===== src/rtl/io_bridge_if.sv =====
// rtl/io_bridge_if.sv - CPU request/ack and external stream signals of io_bridge
interface io_bridge_if #(
  parameter int W  = 16,
  parameter int CW = 3
);
  logic          inp_req;
  logic          inp_ack;
  logic [W-1:0]  inp_data;
  logic          out_req;
  logic [W-1:0]  out_data;
  logic          out_ack;
  logic          ext_in_valid;
  logic [W-1:0]  ext_in_data;
  logic          ext_in_ready;
  logic          ext_out_valid;
  logic [W-1:0]  ext_out_data;
  logic          ext_out_ready;
  logic [CW-1:0] in_count;
  logic [CW-1:0] out_count;

  modport slave (
    input  inp_req, out_req, out_data, ext_in_valid, ext_in_data, ext_out_ready,
    output inp_ack, inp_data, out_ack, ext_in_ready, ext_out_valid, ext_out_data,
    output in_count, out_count
  );

  modport master (
    output inp_req, out_req, out_data, ext_in_valid, ext_in_data, ext_out_ready,
    input  inp_ack, inp_data, out_ack, ext_in_ready, ext_out_valid, ext_out_data,
    input  in_count, out_count
  );
endinterface


===== src/rtl/io_bridge.sv =====
// rtl/io_bridge.sv - CPU req/ack channels bridged to external streams through two FIFOs
module io_bridge #(
  parameter int DEPTH = 4,
  parameter int W     = 16
) (
  input  logic        clk,
  input  logic        rst_b,
  io_bridge_if.slave  bus
);
  localparam int AW = $clog2(DEPTH);
  localparam int CW = AW + 1;
  localparam logic [CW-1:0] FULL_CNT = CW'(DEPTH);

  typedef enum logic [1:0] {IDLE, ACK, WAIT_DROP} chan_state_t;

  logic [W-1:0]  in_mem  [DEPTH];
  logic [W-1:0]  out_mem [DEPTH];
  logic [AW-1:0] in_wr_ptr, in_rd_ptr, out_wr_ptr, out_rd_ptr;
  logic [CW-1:0] in_cnt, out_cnt;
  chan_state_t   in_state, out_state;
  logic          inp_ack_q, out_ack_q;
  logic [W-1:0]  inp_data_q;
  logic          in_full, in_empty, out_full, out_empty;
  logic          in_push, in_pop, out_push, out_pop;

  assign in_full   = (in_cnt == FULL_CNT);
  assign in_empty  = (in_cnt == '0);
  assign out_full  = (out_cnt == FULL_CNT);
  assign out_empty = (out_cnt == '0);

  // Ready depends on full alone, so a full FIFO never accepts even when popping.
  assign in_push  = bus.ext_in_valid && !in_full;
  assign in_pop   = (in_state == IDLE) && bus.inp_req && !in_empty;
  assign out_push = (out_state == IDLE) && bus.out_req && !out_full;
  assign out_pop  = !out_empty && bus.ext_out_ready;

  assign bus.ext_in_ready  = !in_full;
  assign bus.ext_out_valid = !out_empty;
  assign bus.ext_out_data  = out_mem[out_rd_ptr];
  assign bus.in_count      = in_cnt;
  assign bus.out_count     = out_cnt;
  assign bus.inp_ack       = inp_ack_q;
  assign bus.inp_data      = inp_data_q;
  assign bus.out_ack       = out_ack_q;

  always_ff @(posedge clk) begin
    if (in_push) in_mem[in_wr_ptr] <= bus.ext_in_data;
    if (out_push) out_mem[out_wr_ptr] <= bus.out_data;
  end

  always_ff @(posedge clk or negedge rst_b) begin
    if (!rst_b) begin
      in_wr_ptr  <= '0;
      in_rd_ptr  <= '0;
      in_cnt     <= '0;
      out_wr_ptr <= '0;
      out_rd_ptr <= '0;
      out_cnt    <= '0;
    end else begin
      if (in_push) in_wr_ptr <= in_wr_ptr + 1'b1;
      if (in_pop) in_rd_ptr <= in_rd_ptr + 1'b1;
      if (in_push && !in_pop) in_cnt <= in_cnt + 1'b1;
      else if (!in_push && in_pop) in_cnt <= in_cnt - 1'b1;

      if (out_push) out_wr_ptr <= out_wr_ptr + 1'b1;
      if (out_pop) out_rd_ptr <= out_rd_ptr + 1'b1;
      if (out_push && !out_pop) out_cnt <= out_cnt + 1'b1;
      else if (!out_push && out_pop) out_cnt <= out_cnt - 1'b1;
    end
  end

  // WAIT_DROP insists on a low request so one held request yields one word.
  always_ff @(posedge clk or negedge rst_b) begin
    if (!rst_b) begin
      in_state   <= IDLE;
      inp_ack_q  <= 1'b0;
      inp_data_q <= '0;
    end else begin
      case (in_state)
        IDLE: begin
          if (in_pop) begin
            inp_data_q <= in_mem[in_rd_ptr];
            inp_ack_q  <= 1'b1;
            in_state   <= ACK;
          end
        end
        ACK: begin
          inp_ack_q <= 1'b0;
          in_state  <= WAIT_DROP;
        end
        WAIT_DROP: begin
          if (!bus.inp_req) in_state <= IDLE;
        end
        default: begin
          inp_ack_q <= 1'b0;
          in_state  <= IDLE;
        end
      endcase
    end
  end

  always_ff @(posedge clk or negedge rst_b) begin
    if (!rst_b) begin
      out_state <= IDLE;
      out_ack_q <= 1'b0;
    end else begin
      case (out_state)
        IDLE: begin
          if (out_push) begin
            out_ack_q <= 1'b1;
            out_state <= ACK;
          end
        end
        ACK: begin
          out_ack_q <= 1'b0;
          out_state <= WAIT_DROP;
        end
        WAIT_DROP: begin
          if (!bus.out_req) out_state <= IDLE;
        end
        default: begin
          out_ack_q <= 1'b0;
          out_state <= IDLE;
        end
      endcase
    end
  end
endmodule

===== src/flat_wrapper.sv =====
// flat-port wrapper written by rule: the top's interface ports become plain ports
module io_bridge_flat 
#(
  parameter int DEPTH = 4,
  parameter int W     = 16
)
  (clk, rst_b, bus_inp_req, bus_out_req, bus_out_data, bus_ext_in_valid, bus_ext_in_data, bus_ext_out_ready, bus_inp_ack, bus_inp_data, bus_out_ack, bus_ext_in_ready, bus_ext_out_valid, bus_ext_out_data, bus_in_count, bus_out_count);
  io_bridge_if #(.W(W)) bus_i ();
  input  logic clk;
  input  logic rst_b;
  input wire logic [$bits(bus_i.inp_req)-1:0] bus_inp_req;
  input wire logic [$bits(bus_i.out_req)-1:0] bus_out_req;
  input wire logic [$bits(bus_i.out_data)-1:0] bus_out_data;
  input wire logic [$bits(bus_i.ext_in_valid)-1:0] bus_ext_in_valid;
  input wire logic [$bits(bus_i.ext_in_data)-1:0] bus_ext_in_data;
  input wire logic [$bits(bus_i.ext_out_ready)-1:0] bus_ext_out_ready;
  output wire logic [$bits(bus_i.inp_ack)-1:0] bus_inp_ack;
  output wire logic [$bits(bus_i.inp_data)-1:0] bus_inp_data;
  output wire logic [$bits(bus_i.out_ack)-1:0] bus_out_ack;
  output wire logic [$bits(bus_i.ext_in_ready)-1:0] bus_ext_in_ready;
  output wire logic [$bits(bus_i.ext_out_valid)-1:0] bus_ext_out_valid;
  output wire logic [$bits(bus_i.ext_out_data)-1:0] bus_ext_out_data;
  output wire logic [$bits(bus_i.in_count)-1:0] bus_in_count;
  output wire logic [$bits(bus_i.out_count)-1:0] bus_out_count;
  assign bus_i.inp_req = bus_inp_req;
  assign bus_i.out_req = bus_out_req;
  assign bus_i.out_data = bus_out_data;
  assign bus_i.ext_in_valid = bus_ext_in_valid;
  assign bus_i.ext_in_data = bus_ext_in_data;
  assign bus_i.ext_out_ready = bus_ext_out_ready;
  assign bus_inp_ack = bus_i.inp_ack;
  assign bus_inp_data = bus_i.inp_data;
  assign bus_out_ack = bus_i.out_ack;
  assign bus_ext_in_ready = bus_i.ext_in_ready;
  assign bus_ext_out_valid = bus_i.ext_out_valid;
  assign bus_ext_out_data = bus_i.ext_out_data;
  assign bus_in_count = bus_i.in_count;
  assign bus_out_count = bus_i.out_count;
  io_bridge #(.DEPTH(DEPTH), .W(W)) u_core (.clk(clk), .rst_b(rst_b), .bus(bus_i));
endmodule

===== config.mk =====
export PLATFORM = sky130hd
export DESIGN_NAME = io_bridge_flat
export DESIGN_NICKNAME = d
export VERILOG_FILES = /design/src/rtl/io_bridge_if.sv /design/src/rtl/io_bridge.sv /design/src/flat_wrapper.sv
export SDC_FILE = /design/constraint.sdc
export NUM_CORES = 1
export LEC_CHECK = 0
export ABC_CLOCK_PERIOD_IN_PS = 5800
export BUFFER_PORTS_ARGS = -buffer_cell sky130_fd_sc_hd__buf_4
export CORE_MARGIN = 2
export CORE_UTILIZATION = 61
export CTS_CLUSTER_SIZE = 24
export DETAILED_ROUTE_END_ITERATION = 6
export PLACE_DENSITY = 0.84
export SLEW_MARGIN = 20
export SYNTH_ARGS = -nofsm -noshare
export SYNTH_HDL_FRONTEND = slang
export SYNTH_SLANG_ARGS = --single-unit

===== constraint.sdc =====
create_clock -name clk -period 5.8 [get_ports clk]
set_input_delay 1.16 -clock clk [delete_from_list [all_inputs] [get_ports clk]]
set_output_delay 1.16 -clock clk [all_outputs]
set_load 0.05 [all_outputs]

# Yosys cells after proc, flatten, opt, wreduce, memory -nomap -nowiden
# Memories as Yosys holds them, arrays and structs flattened. A register that Yosys moved wholly into a read port is not among the register bits.
# Index checks and enable logic that the tools add are counted.
# totals
ff_bits,20
ram_bits,128
input_bits,38
out_inout_bits,42
word_cells,80
mem_count,2
# op_classes
add_sub_neg,8
n_eq_ne,10
n_mux,18
bitwise,2
reduce_logical,30
# memory_table
memory,depth,word_bits,read_ports,rd_ports_with_merged_regs,wr,line,rtl
u_core.in_mem,4,16,1,1,1,io_bridge.sv:16,logic [W-1:0] in_mem [DEPTH];
u_core.out_mem,4,16,1,0,1,io_bridge.sv:17,logic [W-1:0] out_mem [DEPTH];
# ops
cell,count
$mux W3,4
$pmux W2 S3,2
$logic_and A1 B1 Y1,10
$reduce_and A2 Y1,5
$logic_not A1 Y1,9
$add A2 B1 Y2 const B,4
$mux W2,4
$add A3 B1 Y3 const B,2
$eq A3 B3 Y1 const B,2
$logic_not A3 Y1,2
$mux W1,6
$sub A3 B1 Y3 const B,2
$eq A2 B1 Y1 const B,2
$eq A2 B2 Y1 const B,2
$logic_not A2 Y1,2
$ne A2 B1 Y1 const B,2
$ne A2 B2 Y1 const B,2
$pmux W1 S2,2
$reduce_bool A2 Y1,2
$not A1 Y1,2

# Longest topological paths before layout
# logic_depth
ltp_word,7
ltp_mapped,10
ltp_nobuf,9

# Worst setup path before layout
# No wires, ideal clock.
# synth_timing
path_kind,input -> register
from,input bus_inp_req
to,"register u_core.in_cnt[1], in the netlist u_core.bus.in_count[1]"
setup_ps,125
t_arrival_ps,2770
required_time_ps,5675
slack_ps,2906
path_stages,8
path_buffers,1
path_cell_list,nand2b_1 nor3_4 buf_6 inv_1 ha_1 inv_1 fa_1 mux2_2
# synth_via
elab_chain_len,5
word_cells_on_any_way,7
classes_between,mux (1); reduce/logical (6)
# synth_lines
item,line,rtl
start: declaration,flat_wrapper.sv:11,input wire logic [$bits(bus_i.inp_req)-1:0] bus_inp_req;
$logic_and A1 B1 Y1 * (2 in series),io_bridge.sv:33,assign in_pop = (in_state == IDLE) && bus.inp_req && !in_empty;
$logic_not A1 Y1,io_bridge.sv:62,if (in_push && !in_pop) in_cnt <= in_cnt + 1'b1;
$logic_and A1 B1 Y1,io_bridge.sv:62,
$mux W3 or $reduce_bool A2 Y1 (tied branches),-,
end signal: assignment,io_bridge.sv:62,
end signal: assignment,io_bridge.sv:63,else if (!in_push && in_pop) in_cnt <= in_cnt - 1'b1;
end: declaration,io_bridge.sv:19,"logic [CW-1:0] in_cnt, out_cnt;"
# Every way passes the cells marked *; elsewhere a longest branch is shown, timed or not.
# A chain may end at the register's enable or synchronous reset.

# Worst setup path after layout
# layout_timing
from,register u_core.out_rd_ptr[0]
to,output bus_ext_out_data[11]
# layout_via
elab_chain_len,1
# layout_lines
item,line,rtl
start: declaration,io_bridge.sv:18,"logic [AW-1:0] in_wr_ptr, in_rd_ptr, out_wr_ptr, out_rd_ptr;"
start signal: assignment,io_bridge.sv:66,if (out_pop) out_rd_ptr <= out_rd_ptr + 1'b1;
$mem_v2 Z4 W16,-,
end: declaration,flat_wrapper.sv:22,output wire logic [$bits(bus_i.ext_out_data)-1:0] bus_ext_out_data;
# Every way passes these cells.

==> flow_results.xml <==
<?xml version="1.0" encoding="UTF-8"?>
<metrics>
  <group name="routing">
    <metric name="initialDrtViolationCount" unit="">108</metric>
    <metric name="route.top_layer_used" unit="">met4</metric>
    <metric name="wire_length_on_met1" unit="µm">4236</metric>
    <metric name="route.final.wire_length" unit="µm">10860</metric>
    <metric name="drcViolationCount" unit="">0</metric>
    <metric name="met3WireLength" unit="µm">533</metric>
    <metric name="viasPerCell" unit="">5.642</metric>
    <metric name="first_pass_iteration_count_of_the_detailed_router" unit="">4</metric>
    <metric name="final_antenna_net_count" unit="">0</metric>
    <metric name="dr_total_vias" unit="">2962</metric>
    <metric name="met2_wirelength" unit="µm">5918</metric>
    <metric name="route.detailed.wl_per_inst" unit="µm">20.69</metric>
  </group>
  <group name="pwr">
    <metric name="power.clock.fraction" unit="%">24.7</metric>
    <metric name="seq_power_share" unit="%">40.3</metric>
    <metric name="worst_ir_drop_vdd" unit="mV">0.3393</metric>
    <metric name="power.switching_fraction" unit="%">36.91</metric>
    <metric name="power.net_switching" unit="mW">1.699</metric>
    <metric name="power.density_cell_area" unit="mW/mm²">604.5</metric>
    <metric name="finalPower" unit="mW">4.603</metric>
    <metric name="power.combinational.fraction" unit="%">35.0</metric>
    <metric name="leakage" unit="nW">2.826</metric>
    <metric name="p_int" unit="mW">2.904</metric>
  </group>
  <group name="yosys">
    <metric name="synth_edf_count" unit="">128</metric>
    <metric name="synth.ff_latch_count" unit="">164</metric>
    <metric name="post_synth_main_area_contributors" unit="">sky130_fd_sc_hd__edfxtp_1 (61%), sky130_fd_sc_hd__dfrtp_1 (14%), sky130_fd_sc_hd__mux4_2 (8.6%)</metric>
    <metric name="synth_sequential_area_ratio" unit="%">75.27</metric>
    <metric name="synthDistinctLibCells" unit="">30</metric>
    <metric name="yosys_warnings" unit="">0</metric>
    <metric name="post-synth-top-count-cell" unit="">sky130_fd_sc_hd__edfxtp_1</metric>
    <metric name="synth_common_cells" unit="">sky130_fd_sc_hd__edfxtp_1 (128), sky130_fd_sc_hd__dfrtp_1 (36), sky130_fd_sc_hd__mux4_2 (24)</metric>
    <metric name="avgSynthCellArea" unit="µm²">21.96</metric>
    <metric name="syn-instance-count" unit="">287</metric>
    <metric name="mappedNetlistArea" unit="mm²">0.006304</metric>
    <metric name="yosys.area.top_type_share" unit="%">60.98</metric>
    <metric name="synth_top_area_cell" unit="">sky130_fd_sc_hd__edfxtp_1</metric>
    <metric name="synth_top_flop_cell" unit="">sky130_fd_sc_hd__edfxtp_1</metric>
    <metric name="asyncSetResetFlopFracSynth" unit="%">21.95</metric>
    <metric name="syn-num-nets" unit="">337</metric>
  </group>
  <group name="clocking">
    <metric name="clock_sinks" unit="">164</metric>
    <metric name="clkLatencyLatePin" unit="ns">0.52</metric>
    <metric name="clkSlewWorstSetupHoldPaths" unit="ns">0.07</metric>
    <metric name="numCtsBuffers" unit="">17</metric>
    <metric name="ctsResizeCount" unit="">0</metric>
    <metric name="number_of_buffers_inserted_by_post_cts_setup_repair" unit="">0</metric>
    <metric name="cts_root_buf" unit="">sky130_fd_sc_hd__clkbuf_8</metric>
    <metric name="cts_max_path_buffers" unit="">2</metric>
    <metric name="tritoncts_clock_tree" unit="">yes</metric>
    <metric name="cts_hold_buf" unit="">0</metric>
    <metric name="cts.htree.levels" unit="">4</metric>
  </group>
  <group name="timing">
    <metric name="setup-tns-final" unit="ns">0</metric>
    <metric name="slew_viol_final" unit="">0</metric>
    <metric name="final.setup.worst_slack" unit="ns">2.552</metric>
    <metric name="setup_viol" unit="">0</metric>
    <metric name="fmaxAchievable" unit="GHz">0.3078</metric>
    <metric name="final_hold_vio_count" unit="">0</metric>
    <metric name="max_slew_margin_vs_limit" unit="%">35.12</metric>
    <metric name="timing_worst_slew_pin_value" unit="ns">0.9701</metric>
    <metric name="post-route-period-util" unit="%">56.01</metric>
    <metric name="setup_repair_after_global_routing_missed_its_margin" unit="">false</metric>
    <metric name="finalWorstPathRequiredPeriod" unit="ns">3.249</metric>
    <metric name="setup_clock_skew_after_layout" unit="ns">0.006684</metric>
  </group>
  <group name="global_route">
    <metric name="grt_max_degree" unit="">37</metric>
    <metric name="grt_antenna_before_repair" unit="">0</metric>
    <metric name="gr-total-overflow" unit="">0</metric>
    <metric name="grt_pass1_vias" unit="">3225</metric>
    <metric name="grt_pass1_wl" unit="µm">16940</metric>
    <metric name="global_route.usage.total" unit="%">21.22</metric>
  </group>
  <group name="floorplanning">
    <metric name="boundaryPins" unit="">80</metric>
    <metric name="die_width" unit="µm">105.7</metric>
    <metric name="die_area" unit="mm²">0.01116</metric>
    <metric name="core_area" unit="mm²">0.01018</metric>
    <metric name="die_y" unit="µm">105.7</metric>
    <metric name="std_cell_rows" unit="">37</metric>
    <metric name="starting_density_of_the_core" unit="%">61.89</metric>
  </group>
  <group name="setup_path">
    <metric name="peak_fanout_along_the_critical_path" unit="">18</metric>
    <metric name="crit_path_cell_trace" unit="">mux4_2, buf_4</metric>
    <metric name="worst-setup-path-type" unit="">reg2out</metric>
    <metric name="worst_path_max_delay_cell" unit="">sky130_fd_sc_hd__dfrtp_2</metric>
    <metric name="timing.critical_path.to_type" unit="">output pin</metric>
    <metric name="timing.critical_path.arrival" unit="ns">2.09</metric>
    <metric name="critPathRequiredTime" unit="ns">4.64</metric>
    <metric name="timing.critical_path.from_type" unit="">flip-flop</metric>
    <metric name="slowest_delay" unit="ns">0.75</metric>
  </group>
  <group name="placed_design">
    <metric name="routabilityCongestion" unit="">0.6809</metric>
    <metric name="hpwl" unit="µm">6705</metric>
    <metric name="place.port_buffers" unit="">79</metric>
    <metric name="dp_slack" unit="ns">2.333</metric>
  </group>
  <group name="run_status">
    <metric name="run_status" unit="">finished, final reports clean</metric>
  </group>
  <group name="finish">
    <metric name="drive_gt1_share" unit="%">41.13</metric>
    <metric name="multiInputGateArea" unit="mm²">0.001458</metric>
    <metric name="layout.area.seq" unit="mm²">0.004747</metric>
    <metric name="final.fill_count" unit="">592</metric>
    <metric name="syn2layout_area_growth" unit="%">20.80</metric>
    <metric name="n_antenna_cell" unit="">0</metric>
    <metric name="final_net_count" unit="">426</metric>
  </group>
  <group name="worst_hold_path">
    <metric name="holdCritPathClass" unit="">reg2reg</metric>
  </group>
  <group name="job">
    <metric name="max-cap-violations" unit="">0</metric>
  </group>
</metrics>
==> power groups by stage <==
stage	sequential (mW)	clock, mW	combinational [mW]
floorplan	2.01	0	1.02
global placement	1.85	0	1.58
detailed placement	1.88	0	1.62
CTS	1.86	1.15	1.63
global route	1.89	1.20	1.70
finish	1.86	1.14	1.61
==> stage by stage <==
stage / utilization [%] / cell area [µm²] / instances / hold WS (ns)
finish: 74.77 / 7615 / 525 / 0.5037
global route: 74.77 / 7615 / 525 / 0.5262
CTS: 74.74 / 7612 / 525 / 0.5034
detailed placement: 68.76 / 7003 / 493 / 0.4873
global placement: 68.76 / 7003 / 493 / 0.4844
floorplan: - / 6304 / 287 / 0.4955
==> routing by layer <==
| metal | GRT usage, % | up-vias |
|---|---|---|
| li1 | - | 1320 |
| met1 | 25.39 | 1529 |
| met2 | 36.31 | 97 |
| met3 | 6.370 | 16 |
| met4 | 8.553 | 0 |
| met5 | 0 | - |
==> critical path: cells and delay by family (launching register included) <==
family	cells	cell delay, ns
buf+inv	1	0.21
mux	1	0.60
flops	1	0.75
==> cell families (layout without fill, tap and decap cells) <==
kind of cell | count (synthesis) | in the layout | share of synthesized area [%]
muxes | 53 | 53 | 15.70
and+or+nand+nor | 21 | 21 | 2.065
AOI/OAI and AO/OA | 6 | 6 | 1.072
buffers and inverters | 19 | 121 | 1.608
DFF | 164 | 164 | 75.27
adders and majority gates | 12 | 12 | 2.620
xor gates and xnor gates | 12 | 12 | 1.667
==> area by class of cell <==
cell class | count | area share [%]
Clock inverter | 14 | 2.514
Tap cell | 136 | 2.235
Sequential cell | 164 | 62.34
Inverter | 10 | 0.4929
Multi-Input combinational cell | 104 | 19.14
Clock buffer | 18 | 5.488
Timing Repair Buffer | 79 | 7.788
==> registers in the layout, summed over array words and instances, names as in the netlist <==
signal,count
u_core.bus.in_count,3
u_core.bus.inp_ack,1
u_core.bus.inp_data,16
u_core.bus.out_ack,1
u_core.bus.out_count,3
u_core.in_mem,64
u_core.in_rd_ptr,2
u_core.in_state,2
u_core.in_wr_ptr,2
u_core.out_mem,64
u_core.out_rd_ptr,2
u_core.out_state,2
u_core.out_wr_ptr,2
==> path summary, 6_finish.rpt <==
path                                        start                endpoint  slack, ns  cells after the start
setup / recovery             u_core.out_rd_ptr[0]    bus_ext_out_data[11]       2.55                      2
hold / removal                 u_core.bus.out_ack      u_core.bus.out_ack       0.50                      1
setup reg to reg           u_core.bus.in_count[0]  u_core.bus.in_count[1]       3.07                      7
hold reg to reg                u_core.bus.out_ack      u_core.bus.out_ack       0.50                      1
max in group asynchronous                   rst_b     u_core.in_rd_ptr[0]       4.85                      1
min in group asynchronous                   rst_b    u_core.out_rd_ptr[1]       0.59                      1
==> placed cells by master, fill, tap and decap left out, drive strengths merged <==
cell type	n
nor2	4
nand2	2
nor4b	1
or3	1
a21o	2
clkbuf	18
dfrtp	36
nand2b	1
mux2i	1
inv	17
xnor2	7
ha	10
mux2	20
buf	79
bufinv	3
clkinv	3
edfxtp	128
nor3	2
a21boi	1
fa	2
o21ai	1
a2111oi	2
xor2	5
and2	8
mux4	32
nand3	2
clkinvlp	1
(Power assumes the default switching activity.)
